$ cat src/rtl/fifo_arb_pkg.sv
// Shared types and helpers for the fifo write-side arbiter and its round-robin picker.
package fifo_arb_pkg;

  typedef enum logic [0:0] {StIdle, StGrant} arb_state_e;

  // Widest requester vector the one-hot helper can encode.
  localparam int unsigned MaxReq = 32;

  // Index width for n items; never narrower than one bit.
  function automatic int unsigned id_width(input int unsigned n);
    return (n > 1) ? $clog2(n) : 1;
  endfunction

  // One-hot encode of idx; callers cast the result down to their own width.
  function automatic logic [MaxReq-1:0] onehot(input int unsigned idx);
    return MaxReq'(1) << idx;
  endfunction

endpackage

$ cat src/rtl/rr_pick.sv
// Combinational round-robin selector: first set request scanning from i_rr_last+1 with
// wrap-around, so the last winner is considered only after everyone else.
module rr_pick
  import fifo_arb_pkg::*;
#(
  parameter  int unsigned N   = 4,
  localparam int unsigned IdW = id_width(N)
) (
  input  logic [N-1:0]   i_req,
  input  logic [IdW-1:0] i_rr_last,
  output logic           o_found,
  output logic [IdW-1:0] o_pick
);

  logic [IdW-1:0] w_idx;

  // Walk the N candidates in priority order and keep the first one requesting.
  always_comb begin
    o_found = 1'b0;
    o_pick  = '0;
    w_idx   = '0;
    for (int unsigned k = 0; k < N; k++) begin
      w_idx = IdW'((32'(i_rr_last) + k + 1) % N);
      if (!o_found && i_req[w_idx]) begin
        o_found = 1'b1;
        o_pick  = w_idx;
      end
    end
  end

endmodule

$ cat src/rtl/fifo_wr_arb.sv
// Write-side arbiter sharing the async fifo write port among N_REQ requesters using
// round-robin with a per-grant burst limit. Write fire is combinational from the
// registered grant, so a full fifo stalls with zero latency.
module fifo_wr_arb
  import fifo_arb_pkg::*;
#(
  parameter  int unsigned D_SIZE    = 8,
  parameter  int unsigned N_REQ     = 4,
  parameter  int unsigned BURST_MAX = 4,
  localparam int unsigned IdW       = id_width(N_REQ),
  localparam int unsigned CntW      = id_width(BURST_MAX)
) (
  input  logic                    wclk,
  input  logic                    wrst,
  input  logic [N_REQ-1:0]        req,
  input  logic [N_REQ*D_SIZE-1:0] req_data,
  output logic [N_REQ-1:0]        ack,
  input  logic                    full,
  output logic                    wen,
  output logic [D_SIZE-1:0]       wdata,
  output logic                    gnt_vld,
  output logic [IdW-1:0]          gnt_id
);

  arb_state_e     r_state,     w_state_nxt;
  logic [IdW-1:0] r_gnt_id,    w_gnt_id_nxt;
  logic [IdW-1:0] r_rr_last,   w_rr_last_nxt;
  logic [CntW-1:0] r_burst_cnt, w_burst_cnt_nxt;

  logic              w_granted;
  logic              w_req_g;
  logic [D_SIZE-1:0] w_sel_data;
  logic              w_fire;
  logic              w_release;
  logic              w_found;
  logic [IdW-1:0]    w_pick;

  rr_pick #(
    .N (N_REQ)
  ) u_rr_pick (
    .i_req     (req),
    .i_rr_last (r_rr_last),
    .o_found   (w_found),
    .o_pick    (w_pick)
  );

  // Grant state; reset leaves requester 0 at top priority.
  always_ff @(posedge wclk or posedge wrst) begin
    if (wrst) begin
      r_state     <= StIdle;
      r_gnt_id    <= '0;
      r_rr_last   <= IdW'(N_REQ - 1);
      r_burst_cnt <= '0;
    end else begin
      r_state     <= w_state_nxt;
      r_gnt_id    <= w_gnt_id_nxt;
      r_rr_last   <= w_rr_last_nxt;
      r_burst_cnt <= w_burst_cnt_nxt;
    end
  end

  // Rearbitrate when idle or on release; otherwise count writes within the burst.
  always_comb begin
    w_state_nxt     = r_state;
    w_gnt_id_nxt    = r_gnt_id;
    w_rr_last_nxt   = r_rr_last;
    w_burst_cnt_nxt = r_burst_cnt;
    if (r_state == StIdle || w_release) begin
      if (w_found) begin
        w_state_nxt     = StGrant;
        w_gnt_id_nxt    = w_pick;
        w_rr_last_nxt   = w_pick;
        w_burst_cnt_nxt = '0;
      end else begin
        w_state_nxt = StIdle;
      end
    end else if (w_fire) begin
      w_burst_cnt_nxt = r_burst_cnt + CntW'(1);
    end
  end

  // Select the granted requester and drive the fifo write port and handshake.
  always_comb begin
    w_granted  = (r_state == StGrant);
    w_req_g    = 1'b0;
    w_sel_data = '0;
    for (int unsigned i = 0; i < N_REQ; i++) begin
      if (IdW'(i) == r_gnt_id) begin
        w_req_g    = req[i];
        w_sel_data = req_data[i*D_SIZE +: D_SIZE];
      end
    end
    w_fire    = w_granted & w_req_g & ~full;
    // full alone never releases; only a dropped req or the last word of a burst does.
    w_release = w_granted &
                (~w_req_g | (w_fire & (r_burst_cnt == CntW'(BURST_MAX - 1))));
    wen       = w_fire;
    ack       = w_fire ? N_REQ'(onehot(32'(r_gnt_id))) : '0;
    wdata     = w_granted ? w_sel_data : '0;
    gnt_vld   = w_granted;
    gnt_id    = r_gnt_id;
  end

endmodule

$ cat config.mk
export PLATFORM = sky130hd
export DESIGN_NAME = fifo_wr_arb
export DESIGN_NICKNAME = d
export VERILOG_FILES = /design/src/rtl/fifo_arb_pkg.sv /design/src/rtl/rr_pick.sv /design/src/rtl/fifo_wr_arb.sv
export SDC_FILE = /design/constraint.sdc
export NUM_CORES = 1
export LEC_CHECK = 0
export ABC_CLOCK_PERIOD_IN_PS = 2000
export CAP_MARGIN = 10
export CORE_MARGIN = 2
export CORE_UTILIZATION = 33
export DETAILED_ROUTE_END_ITERATION = 16
export MAX_ROUTING_LAYER = met4
export PLACE_DENSITY = 0.77
export SETUP_SLACK_MARGIN = 0.15
export SYNTH_ARGS = -nofsm -noshare
export SYNTH_HDL_FRONTEND = slang
export SYNTH_SLANG_ARGS = --single-unit
$ cat constraint.sdc
create_clock -name wclk -period 2 [get_ports wclk]
set_input_delay 0.3 -clock wclk [delete_from_list [all_inputs] [get_ports wclk]]
set_output_delay 0.3 -clock wclk [all_outputs]
set_load 0.01 [all_outputs]
==> results of run 1 <==
cell usage after synthesis, drive strengths merged:
| library cell | n |
|---|---|
| mux2 | 1 |
| o21ai | 1 |
| a21oi | 2 |
| o221ai | 1 |
| mux4 | 8 |
| and2 | 8 |
| o211ai | 1 |
| inv | 8 |
| nor2 | 3 |
| mux2i | 5 |
| a22o | 1 |
| nor4b | 2 |
| nor2b | 2 |
| nor4 | 1 |
| dfrtp | 5 |
| nand2 | 2 |
| a32o | 1 |
| buf | 2 |
| o2bb2ai | 1 |
| nand2b | 4 |
| ha | 1 |
| a21o | 1 |
| nor3 | 2 |
| dfstp | 2 |
| a221oi | 1 |
routing by layer:
layer	vias to the layer above	GRT usage (%)
met5	-	-
met4	0	9.46
met3	3	4.97
met2	43	34.2
met1	387	22.7
li1	392	-
registers in the layout (all words and copies together) (netlist names):
name         count
gnt_id           2
r_burst_cnt      2
r_rr_last        2
gnt_vld          1
what timing repair did:
item                                    CTS  global route
gates cloned                              1             0
gates resized for setup                  59            13
pin swaps                                 0             4
endpoints found under the setup margin   13            13
buffers inserted                          3             0
final timing paths:
| check | slack [ps] | start | cells past startpoint | to |
|---|---|---|---|---|
| setup / recovery | 70 | gnt_id[0]$_DFFE_PP0P_ | 5 | wdata[5] |
| hold / removal | 280 | wrst | 2 | gnt_id[1]$_DFFE_PP0P_ |
| setup reg to reg | 240 | gnt_id[0]$_DFFE_PP0P_ | 7 | r_burst_cnt[0]$_DFFE_PP0P_ |
| hold reg to reg | 490 | r_rr_last[0]$_DFFE_PP1P_ | 2 | r_rr_last[0]$_DFFE_PP1P_ |
| max in group asynchronous | 1460 | wrst | 2 | r_rr_last[0]$_DFFE_PP1P_ |
| min in group wclk | 490 | r_rr_last[0]$_DFFE_PP1P_ | 2 | r_rr_last[0]$_DFFE_PP1P_ |
kinds of logic (layout without fill, tap and decap cells):
| logic type | after synthesis | in the layout | share of synthesized area [%] |
|---|---|---|---|
| AND/OR/NAND/NOR | 24 | 24 | 21.2 |
| multiplexers | 14 | 14 | 33.9 |
| AO/OA/AOI/OAI | 10 | 10 | 12.8 |
| buffers and inverters | 10 | 81 | 5.87 |
| flip-flops | 7 | 7 | 24.5 |
| adder cells (fa/ha/maj) | 1 | 1 | 1.73 |
cell type report:
cell class | instances | area (um^2) | area share, %
repair buffers | 69 | 656 | 44.6
flip-flops and latches | 7 | 178 | 12.1
multi-input cells | 49 | 547 | 37.2
well taps | 27 | 33.8 | 2.30
clock buffers | 4 | 26.3 | 1.79
inverters | 8 | 30.0 | 2.04
metrics by stage:
step | cells | cell area, um^2 | TNS (ps)
finish | 164 | 1470 | 0
global route | 164 | 1470 | 0
CTS | 164 | 1420 | 0
detailed placement | 156 | 1380 | -1220
global placement | 156 | 1380 | -1010
floorplan | 66 | 724 | 0
worst register-to-register path, cell delays in order (launching register included):
cell and delay [ps]:
sky130_fd_sc_hd__dfrtp_1 380, sky130_fd_sc_hd__buf_4 150, sky130_fd_sc_hd__buf_16 130, sky130_fd_sc_hd__mux2_4 310, sky130_fd_sc_hd__o2bb2ai_2 130, sky130_fd_sc_hd__buf_4 150
sky130_fd_sc_hd__a21o_1 180, sky130_fd_sc_hd__a22o_1 220
power by group through the flow:
stage               clock [mW]  combinational, mW  sequential [mW]
floorplan                    0              0.645            0.280
global placement             0               1.14            0.272
CTS                      0.141               1.23            0.269
finish                   0.133               1.34            0.271
global route             0.145               1.43            0.280
detailed placement           0               1.17            0.275
==> run metrics, run 1 <==
detailed-routed wire length on met3=244 um; leading cell type in the layout, fill and taps excluded=sky130_fd_sc_hd__clkdlybuf4s50_1; Filler Cell Count=153; # nets final=178; site row count=16; CP cell instances=buf_6, buf_12, mux4_2, and2_1, buf_2; Comb power frac=76.9%; switching power=0.616 mW; count of input and output buffers=54; number of pins exceeding their max-slew limit in the final report=0; Startpoint Class=flip-flop; met2 WL=1.10 mm; worst hold slack across all endpoints=275 ps; area of the core=2020 um^2; cell count after synthesis=66; part of the total power dissipated in the clock network=7.6%; Data required, critical path=1700 ps; highest clock rate=518 MHz; detailed-route via count=825; clock-pin slew on the worst setup and hold paths=50 ps; worst-case clock skew=4.57 ps; insertion delay to the later sink of the worst-skew pair=260 ps; per-cell via count in the routed design=5.03; cell taking the most area after synthesis=sky130_fd_sc_hd__mux4_2; mean area per synthesized cell=11.0 um^2; die footprint=2590 um^2; distinct cell type count after synthesis=28; hold violation total from the final report=0; number of antenna violations at the first check in global routing=0; wl on met1=1.02 mm; initial core utilization=35.8%; CP max-delay cell=sky130_fd_sc_hd__mux4_2; DRC errors left=0; io pins=55; worst setup timing slack at the placement stage=-130 ps; utilization of the core after routing=72.7%; commonest cells after routing, fill and taps aside=41 x sky130_fd_sc_hd__clkdlybuf4s50_1, 12 x sky130_fd_sc_hd__buf_4, 8 x sky130_fd_sc_hd__inv_1, 8 x sky130_fd_sc_hd__mux4_2, 8 x sky130_fd_sc_hd__buf_2; first-pass GRT wire length=3.78 mm; setup slack of the critical path after layout=70.6 ps; Clock Tree Buf Depth=2; switching power as a share of total power=35.3%; die span in x=50.9 um; Diodes inserted=0; GP Congestion=0.751; biggest area contributors in the synthesized netlist=sky130_fd_sc_hd__mux4_2 25%, sky130_fd_sc_hd__dfrtp_1 17%, sky130_fd_sc_hd__dfstp_2 7.3%; pin slew with the least headroom to its limit=487 ps; top cell type's share of synthesized area=24.9%; peak fanout along the critical path=7; remaining antenna violation count=0; global-route total usage across every layer=20.3%; Syn Nets=106; crit share post-route=96.5%; sequential share of the synthesized area=24.5%; Bufs and invs on worst path=3; CP Data Arrival Time=1630 ps; power density over cell area=1190 nW/um^2; unrepaired setup endpoints after global routing=true; highest metal layer with signal wires=met4; routed wire length=2.40 mm; CTS root buffer=sky130_fd_sc_hd__clkbuf_4; H-Tree Level Count=1; Final Setup Violations=0; peak ir drop on the vdd network=0.708 mV; Crit. End Element=primary output; internal power contribution=1.13 mW; post-detailed-placement half-perimeter wirelength=1.92 mm; power share of the sequential group=15.5%; DRT iter0 DRCs=6; CP peak stage delay=490 ps; fraction of final layout cells with drive strength greater than 1=40.9%; number of clock sinks=7; number of buffers added to fix hold violations after cts=0; sum of overflow across all layers after global routing=0; result of the run=completed; largest net degree at the start of global routing=10; worst setup path category=flip-flop to primary output; drt pass-1 iters=3; number of maximum-capacitance violations=0; power consumption=1.74 mW; number of clock buffers inserted by TritonCTS=3; CTS tree=yes; routed wirelength normalized by instance count=14.6 um; post-synthesis cell area=724 um^2; worst hold-check path type=input port to async pin; Pleak=0.639 nW; Min Clock Period, post-route=1930 ps; Slew HR=67.3%; area growth from synthesis to layout=103%; total number of yosys warnings=0; Largest delay share family, worst path=multiplexers; register bit total from synthesis=7; number of global-route vias before repair=877; die height=50.9 um
Power figures use the tool's default switching activity.
==> inputs of run 2 (changes only) <==
Settings changed: CTS_CLUSTER_SIZE set to 40.
==> results of run 2 <==
No change in the layout: final DEF, timing and power equal those of run 1.
